### src/rtl/pwm_compare_stage_pkg.sv
// Shared types and constants for the PWM compare stage.
// Latency: n/a (declarations only).
// Backpressure: n/a.
package pwm_pkg;

    localparam int WIDTH_DEF = 8;
    localparam int PER_W_DEF = 16;

    // Terminal count of the upstream counter and of the period counter
    // at their default widths.
    localparam logic [WIDTH_DEF-1:0] CNT_MAX = '1;
    localparam logic [PER_W_DEF-1:0] PER_MAX = '1;

    // IDLE: no valid previous sample; SYNC: waiting for a clean wrap;
    // RUN: locked to the counter, PWM active.
    typedef enum logic [1:0] {
        IDLE = 2'd0,
        SYNC = 2'd1,
        RUN  = 2'd2
    } state_t;

endpackage

### src/rtl/pwm_compare_stage_if.sv
// Counter-sample inputs and PWM/status outputs of the compare stage.
// Latency: n/a (signal bundle).
// Backpressure: none; counter side is sampled whenever en is high.
interface pwm_compare_stage_if
    import pwm_pkg::*;
#(
    parameter int WIDTH = WIDTH_DEF,
    parameter int PER_W = PER_W_DEF
);
    logic             en;
    logic [WIDTH-1:0] count;
    logic [WIDTH-1:0] duty_in;
    logic             duty_wr;
    logic             pwm_out;
    logic             wrap_pulse;
    logic             resync_pulse;
    logic [PER_W-1:0] period_cnt;
    logic [WIDTH-1:0] duty_active;

    // Counter / register-write side.
    modport master (
        output en, count, duty_in, duty_wr,
        input  pwm_out, wrap_pulse, resync_pulse, period_cnt, duty_active
    );

    // Compare stage side.
    modport slave (
        input  en, count, duty_in, duty_wr,
        output pwm_out, wrap_pulse, resync_pulse, period_cnt, duty_active
    );
endinterface

### src/rtl/pwm_compare_stage_duty_shadow_reg.sv
// Double-buffered duty register: shadow + pending flag, committed on wrap.
// Latency: duty_active updates on the wrap edge; duty_next shows it combinationally.
// Backpressure: none; a write while pending simply overwrites the shadow.
module duty_shadow_reg
    import pwm_pkg::*;
#(
    parameter int WIDTH = WIDTH_DEF
) (
    input  logic             clk,
    input  logic             reset,
    input  logic             duty_wr,
    input  logic [WIDTH-1:0] duty_in,
    input  logic             wrap_ev,
    output logic [WIDTH-1:0] duty_active,
    output logic [WIDTH-1:0] duty_next
);
    logic [WIDTH-1:0] shadow_q;
    logic             pending_q;
    logic [WIDTH-1:0] active_q;

    // Commit the pending shadow on a wrap, then accept any new write; a write
    // on the wrap edge therefore waits for the following wrap.
    always_ff @(posedge clk or negedge reset) begin
        if (!reset) begin
            shadow_q  <= '0;
            pending_q <= 1'b0;
            active_q  <= '0;
        end else begin
            if (wrap_ev && pending_q) begin
                active_q  <= shadow_q;
                pending_q <= 1'b0;
            end
            if (duty_wr) begin
                shadow_q  <= duty_in;
                pending_q <= 1'b1;
            end
        end
    end

    // Value in effect for a compare made on this edge (new value on a loading wrap).
    always_comb begin
        duty_next = active_q;
        if (wrap_ev && pending_q) begin
            duty_next = shadow_q;
        end
    end

    assign duty_active = active_q;

endmodule

### src/rtl/pwm_compare_stage.sv
// PWM compare against an external up counter with wrap/discontinuity tracking.
// Latency: one clock from count to pwm_out and to the pulses.
// Backpressure: none; en=0 freezes all sampled state and zeroes the pulses.
module pwm_compare_stage
    import pwm_pkg::*;
#(
    parameter int WIDTH = WIDTH_DEF,
    parameter int PER_W = PER_W_DEF
) (
    input  logic                clk,
    input  logic                reset,
    pwm_compare_stage_if.slave  bus
);
    localparam logic [WIDTH-1:0] CNT_TOP = '1;

    state_t           state_q;
    state_t           state_d;
    logic [WIDTH-1:0] prev_q;
    logic             step_ok;
    logic             wrap_hit;
    logic             wrap_ev;
    logic             resync_ev;
    logic [WIDTH-1:0] duty_next;
    logic [WIDTH-1:0] duty_active;
    logic             pwm_q;
    logic             wrap_pulse_q;
    logic             resync_pulse_q;
    logic [PER_W-1:0] period_q;

    assign step_ok   = (bus.count == WIDTH'(prev_q + 1'b1));
    assign wrap_hit  = (prev_q == CNT_TOP) && (bus.count == '0);
    assign wrap_ev   = bus.en && (state_q != IDLE) && wrap_hit;
    assign resync_ev = bus.en && (state_q != IDLE) && !step_ok;

    duty_shadow_reg #(
        .WIDTH (WIDTH)
    ) u_duty_shadow_reg (
        .clk         (clk),
        .reset       (reset),
        .duty_wr     (bus.duty_wr),
        .duty_in     (bus.duty_in),
        .wrap_ev     (wrap_ev),
        .duty_active (duty_active),
        .duty_next   (duty_next)
    );

    // FSM state register.
    always_ff @(posedge clk or negedge reset) begin
        if (!reset) begin
            state_q <= IDLE;
        end else begin
            state_q <= state_d;
        end
    end

    // Next state: only samples (en=1) move the FSM; a hold is never a jump.
    always_comb begin
        state_d = state_q;
        if (bus.en) begin
            case (state_q)
                IDLE:    state_d = SYNC;
                SYNC:    if (wrap_hit) state_d = RUN;
                RUN:     if (!step_ok) state_d = SYNC;
                default: state_d = IDLE;
            endcase
        end
    end

    // Sample pipeline: previous count, PWM compare, pulses and period count.
    always_ff @(posedge clk or negedge reset) begin
        if (!reset) begin
            prev_q         <= '0;
            pwm_q          <= 1'b0;
            wrap_pulse_q   <= 1'b0;
            resync_pulse_q <= 1'b0;
            period_q       <= '0;
        end else if (bus.en) begin
            prev_q         <= bus.count;
            // Compare whenever this sample leaves us in RUN, so the locking wrap
            // already drives count 0; a resync forces the output low.
            pwm_q          <= (state_d == RUN) && (bus.count < duty_next);
            wrap_pulse_q   <= wrap_ev;
            resync_pulse_q <= resync_ev;
            if (wrap_ev && (state_q == RUN)) begin
                period_q <= period_q + 1'b1;
            end
        end else begin
            wrap_pulse_q   <= 1'b0;
            resync_pulse_q <= 1'b0;
        end
    end

    assign bus.pwm_out      = pwm_q;
    assign bus.wrap_pulse   = wrap_pulse_q;
    assign bus.resync_pulse = resync_pulse_q;
    assign bus.period_cnt   = period_q;
    assign bus.duty_active  = duty_active;

endmodule

### src/flat_wrapper.sv
// flat-port wrapper written by rule: the top's interface ports become plain ports
module pwm_compare_stage_flat import pwm_pkg::*;
#(
    parameter int WIDTH = WIDTH_DEF,
    parameter int PER_W = PER_W_DEF
)
  (clk, reset, bus_en, bus_count, bus_duty_in, bus_duty_wr, bus_pwm_out, bus_wrap_pulse, bus_resync_pulse, bus_period_cnt, bus_duty_active);
  pwm_compare_stage_if #(.WIDTH(WIDTH), .PER_W(PER_W)) bus_i ();
  input  logic clk;
  input  logic reset;
  input wire logic [$bits(bus_i.en)-1:0] bus_en;
  input wire logic [$bits(bus_i.count)-1:0] bus_count;
  input wire logic [$bits(bus_i.duty_in)-1:0] bus_duty_in;
  input wire logic [$bits(bus_i.duty_wr)-1:0] bus_duty_wr;
  output wire logic [$bits(bus_i.pwm_out)-1:0] bus_pwm_out;
  output wire logic [$bits(bus_i.wrap_pulse)-1:0] bus_wrap_pulse;
  output wire logic [$bits(bus_i.resync_pulse)-1:0] bus_resync_pulse;
  output wire logic [$bits(bus_i.period_cnt)-1:0] bus_period_cnt;
  output wire logic [$bits(bus_i.duty_active)-1:0] bus_duty_active;
  assign bus_i.en = bus_en;
  assign bus_i.count = bus_count;
  assign bus_i.duty_in = bus_duty_in;
  assign bus_i.duty_wr = bus_duty_wr;
  assign bus_pwm_out = bus_i.pwm_out;
  assign bus_wrap_pulse = bus_i.wrap_pulse;
  assign bus_resync_pulse = bus_i.resync_pulse;
  assign bus_period_cnt = bus_i.period_cnt;
  assign bus_duty_active = bus_i.duty_active;
  pwm_compare_stage #(.WIDTH(WIDTH), .PER_W(PER_W)) u_core (.clk(clk), .reset(reset), .bus(bus_i));
endmodule
### config.mk
export PLATFORM = sky130hd
export DESIGN_NAME = pwm_compare_stage_flat
export DESIGN_NICKNAME = d
export VERILOG_FILES = /design/src/rtl/pwm_compare_stage_pkg.sv /design/src/rtl/pwm_compare_stage_if.sv /design/src/rtl/pwm_compare_stage_duty_shadow_reg.sv /design/src/rtl/pwm_compare_stage.sv /design/src/flat_wrapper.sv
export SDC_FILE = /design/constraint.sdc
export NUM_CORES = 1
export LEC_CHECK = 0
export ABC_CLOCK_PERIOD_IN_PS = 3820
export CORE_UTILIZATION = 45
export DETAILED_ROUTE_END_ITERATION = 8
export HOLD_SLACK_MARGIN = 0.15
export PLACE_DENSITY = 0.74
export SETUP_SLACK_MARGIN = 0.5
export SKIP_CTS_REPAIR_TIMING = 1
export SLEW_MARGIN = 40
export SYNTH_ARGS = -nofsm -noshare
export SYNTH_HDL_FRONTEND = slang
export SYNTH_SLANG_ARGS = --single-unit
### constraint.sdc
create_clock -name clk -period 3.82 [get_ports clk]
set_input_delay 0.573 -clock clk [delete_from_list [all_inputs] [get_ports clk]]
set_output_delay 0.573 -clock clk [all_outputs]
set_load 0.01 [all_outputs]
Word-level counts from Yosys, hierarchy flattened:

Index checks and enable logic that the tools add are counted.

* logic and storage cells: 39
* output and inout port bits: 27
* flip-flop bits (word level): 46

* add/subtract/negate cells: 2
* order comparisons: 1
* muxes and demuxes: 9
* reduce and logical (&&, ||, !) cells: 13
* equality and inequality tests: 5

Operators with widths (number)
* $add 16x1->16 const B: 1
* $add 8x1->8 const B: 1
* $eq 8x8->1: 1
* $eq 8x8->1 const B: 1
* $logic_not 8->1: 1
* $lt 8x8->1: 1
* $mux 8: 1
* $logic_and 1x1->1: 7
* $mux 2: 3
* $pmux 2 s3: 1
* $eq 2x2->1 const B: 2
* $mux 1: 4
* $reduce_bool 2->1: 2
* $eq 2x1->1 const B: 1
* $logic_not 2->1: 1
* $reduce_and 2->1: 1
* $logic_not 1->1: 1

Longest topological paths before layout:

* depth after elaboration: 7
* depth in mapped cells: 11

Cells and area by module:

From an unflattened synthesis, not the netlist that was laid out.

* cell total of the unflattened synthesis: 207
* area, all modules: 2352.3 um2

By module, submodules not included
* pwm_compare_stage: cells an instance 170, instances 1, area an instance 1724.2 um2, sequential area each 725.7 um2
* duty_shadow_reg: cells an instance 37, instances 1, area an instance 628.1 um2, sequential area each 425.4 um2

Least setup slack after synthesis:

Ideal clock, no wire load.

* kind: in2reg
* start: input port bus_count[6]
* end: register u_core.pwm_q (netlist: u_core.bus.pwm_out)
* stages on the path: 10
* path slack: 881 ps
* library setup time: 87 ps
* arrival time: 2852 ps
* path buffers: 1
* cells stage by stage: buf_6 > nor4b_4 > nand4_2 > nor3_4 > mux2i_1 > ha_1 > and3_1 > a221o_1 > a22o_1 > a211oi_2

* word-level cells in the longest chain between the ends: 7

RTL lines
* from (decl): RTL line flat_wrapper.sv:12 `input wire logic [$bits(bus_i.count)-1:0] bus_count;`
* $logic_not 8->1: RTL line pwm_compare_stage.sv:31 `assign wrap_hit = (prev_q == CNT_TOP) && (bus.count == '0);`
* $logic_and 1x1->1: RTL line pwm_compare_stage.sv:31
* $logic_and 1x1->1 or $mux 2 (tied branches): RTL line pwm_compare_stage.sv:32, pwm_compare_stage.sv:62
* $logic_and 1x1->1 or $pmux 2 s3 (tied branches): RTL line pwm_compare_stage_duty_shadow_reg.sv:43, pwm_compare_stage.sv:60
* $mux 8 or $mux 2 (tied branches)
* $lt 8x8->1 or $eq 2x2->1 (tied branches): RTL line pwm_compare_stage.sv:81 `pwm_q <= (state_d == RUN) && (bus.count < duty_next);`
* $logic_and 1x1->1 *: RTL line pwm_compare_stage.sv:81
* to (signal assigned): RTL line pwm_compare_stage.sv:81
* to (decl): RTL line pwm_compare_stage.sv:25 `logic pwm_q;`

Mark *: on every way between the ends. The rest lies on a longest branch, timed or not.
A chain may end at the register's enable or synchronous reset.

Final worst setup path:

* start: input port bus_count[1]
* end: register u_core.pwm_q (netlist: u_core.bus.pwm_out)

The elaborated chain is that of the path after synthesis.

==> metrics.csv <==
metric,value,unit
Overflow after GRT,0,
Rows,26,
syn_nets,232,
Remaining DRCs,0,
outcome,finished clean,
CTS Buf Count,5,
Routed wire per std cell,13.8,µm
top cell type's share of synthesized area,48.0,%
number of global-route vias before repair,1666,
Synth area leaders,"dfrtp_1 (48%), mux2_2 (8.0%), xnor2_1 (4.8%)",
port bufs,46,
total power,999,µW
Post-Syn Area,2400,µm²
clock skew,0.00780,ns
WP data arrival,3.37,ns
Setup WS post-layout,0.661,ns
Max VDD drop,0.161,mV
GPL Wtd Cong,0.798,
Final Cycle Share,82.7,%
"Req. time, crit path",4.03,ns
initial antenna violation count,0,
cells after synthesis,203,
die height,75.0,µm
Pwr Density,318,nW/µm²
Nets,294,
Post-Syn Area per Cell,11.8,µm²
Final Max Tran Viols,0,
clk buf depth,2,
area growth from synthesis to layout,31.2,%
Crit. End Element,register,
routed vias,1722,
hold crit path type,in -> async,
pin count of the biggest net entering global routing,47,
Worst-Skew Late Latency,0.29,ns
minimum clock period,3.16,ns
layout cell share with drive strength beyond 1,18.4,%
Leakage,0.00141,µW
remaining antenna violation count,0,
Max transition margin,63.1,%
Yosys reg bits,46,
TritonCTS clock tree,done,
Detailed Route WL,4620,µm
slowest cell on the critical path,clkdlybuf4s50_1,
Post-synth ARST share,100,%
Hold Fails Final Rpt,0,
"Seq/Total Area, Yosys",48.0,%
DRT iter0 DRCs,60,
Die Area,5620,µm²
"leading cell type in the layout, fill and taps excluded",dfrtp_1,
fmax,317,MHz
GR Util All Layers,18.4,%
fill cell count,424,
Worst-path clk slew,0.09,ns
1st-pass router iterations,4,
Synthesis Warnings,0,
critical path cell sequence,"clkdlybuf4s50_1, nor4b_4, nand4_2, nor3_4, buf_12, mux2i_2, ha_1, and3_1, a221o_1, a22o_1, a211oi_2",
Worst-Margin Slew,0.554,ns
"slowest stage delay, CP",0.48,ns
hpwl dp,3560,µm
Sink Count,46,
antenna cells,0,
setup slack after placement,0.146,ns
max_cap viols,0,
ys flop type,dfrtp_1,
Root Buffer,clkbuf_8,
# setup viols final,0,
"EDFF count, synth",0,
"area leader, netlist",dfrtp_1,
area of the core,5110,µm²
Netlist cell types,45,
die width,75.0,µm
starting density of the core,46.9,%
CTS H-tree lvls,2,
critical path peak fanout,8,
kind of critical path,in -> reg,
setup tns final,0,ns
"commonest cells after routing, fill and taps aside","dfrtp_1 (46), clkdlybuf4s50_1 (44), mux2_2 (17)",
global-route wire length before repair,7660,µm
Setup crit start kind,primary input,
I/O pin cnt,47,
vias per cell,5.13,
RSZ-0062 raised after global routing,no,
[stage by stage]
step	instances	utilization, %	hold slack [ns]	cell area, µm²
final	336	61.5	0.265	3140
after floorplan	203	-	0.277	2400
after global placement	326	58.6	0.457	3000
after global routing	336	61.5	0.297	3140
after detailed placement	326	58.7	0.456	3000
after CTS	334	60.9	0.290	3110
[worst max-delay path, delay by kind of cell]
| kind | cells | cell delay, ns |
|---|---|---|
| buf+inv | 2 | 0.63 |
| compound gates | 3 | 0.67 |
| mux | 1 | 0.26 |
| fa+ha+maj | 1 | 0.27 |
| simple gates | 4 | 0.98 |
[cell type report]
class	count	area (µm²)	area share [%]
clock buffer	6	72.6	2.31
clock inverter	2	37.5	1.19
timing repair buffer	58	563	17.9
sequential	46	1150	36.6
inverter	14	52.6	1.67
multi-input combinational	140	1180	37.5
tap	70	87.6	2.79
[final timing paths]
kind	from	endpoint	slack, ns	cells after the start
setup / recovery	bus_count[1]	u_core.bus.pwm_out$_DFFE_PN0P_	0.66	11
hold reg to reg	u_core.bus.period_cnt[15]$_DFFE_PN0P_	u_core.bus.period_cnt[15]$_DFFE_PN0P_	0.47	1
setup reg to reg	u_core.prev_q[0]$_DFFE_PN0P_	u_core.bus.pwm_out$_DFFE_PN0P_	0.81	11
hold / removal	reset	u_core.bus.period_cnt[7]$_DFFE_PN0P_	0.27	1
min in group clk	u_core.bus.period_cnt[15]$_DFFE_PN0P_	u_core.bus.period_cnt[15]$_DFFE_PN0P_	0.47	1
max in group asynchronous	reset	u_core.bus.wrap_pulse$_DFF_PN0_	3.18	1
[per-layer routing]
metal | up-vias | wire (µm) | track usage (%)
met3 | 2 | 172 | 4.69
met2 | 41 | 2350 | 31.8
met4 | 0 | 19 | 4.40
met5 | - | 0 | 0
met1 | 834 | 2080 | 23.0
li1 | 845 | - | -
[sequential cells by signal, summed over array words and instances, names as in the netlist]
register and flops:
u_core.bus.period_cnt 16, u_core.prev_q 8, u_core.u_duty_shadow_reg.duty_active 8, u_core.u_duty_shadow_reg.shadow_q 8
u_core.state_q 2, u_core.bus.pwm_out 1, u_core.bus.resync_pulse 1, u_core.bus.wrap_pulse 1
u_core.u_duty_shadow_reg.pending_q 1
[cell usage after synthesis, types with 2 or more instances]
| cell type | count |
|---|---|
| dfrtp_1 | 46 |
| mux2_2 | 17 |
| inv_1 | 14 |
| xnor2_1 | 13 |
| xor2_1 | 12 |
| nor2_1 | 10 |
| ha_1 | 9 |
| nand2_1 | 9 |
| mux2i_1 | 8 |
| nand3_1 | 7 |
| nor2b_1 | 7 |
| nand4_1 | 4 |
| nor4_1 | 4 |
| nand2b_1 | 3 |
| o21ai_0 | 3 |
| a221o_1 | 2 |
| and2_1 | 2 |
| and3_1 | 2 |
| and4_2 | 2 |
| nor3_1 | 2 |
| nor3b_1 | 2 |
| o21a_1 | 2 |
[where the power goes]
part           total (µW)  switching [µW]  leakage, µW  internal [µW]
logic                 121            52.8     0.000782           68.0
registers             524            19.0     0.000580            505
clock network         354             159    0.0000514            195
total                 999             230      0.00141            768
[cell families (layout without fill, tap and decap cells)]
logic type | count (synthesis) | count (layout) | synth area share [%]
AND/OR/NAND/NOR | 61 | 61 | 16.8
flip-flops | 46 | 46 | 48.0
multiplexers | 26 | 26 | 12.0
XOR/XNOR | 25 | 25 | 9.14
AO/OA/AOI/OAI | 19 | 19 | 6.37
buffers and inverters | 17 | 80 | 2.98
adder cells (fa/ha/maj) | 9 | 9 | 4.70
Power figures use the tool's default switching activity.
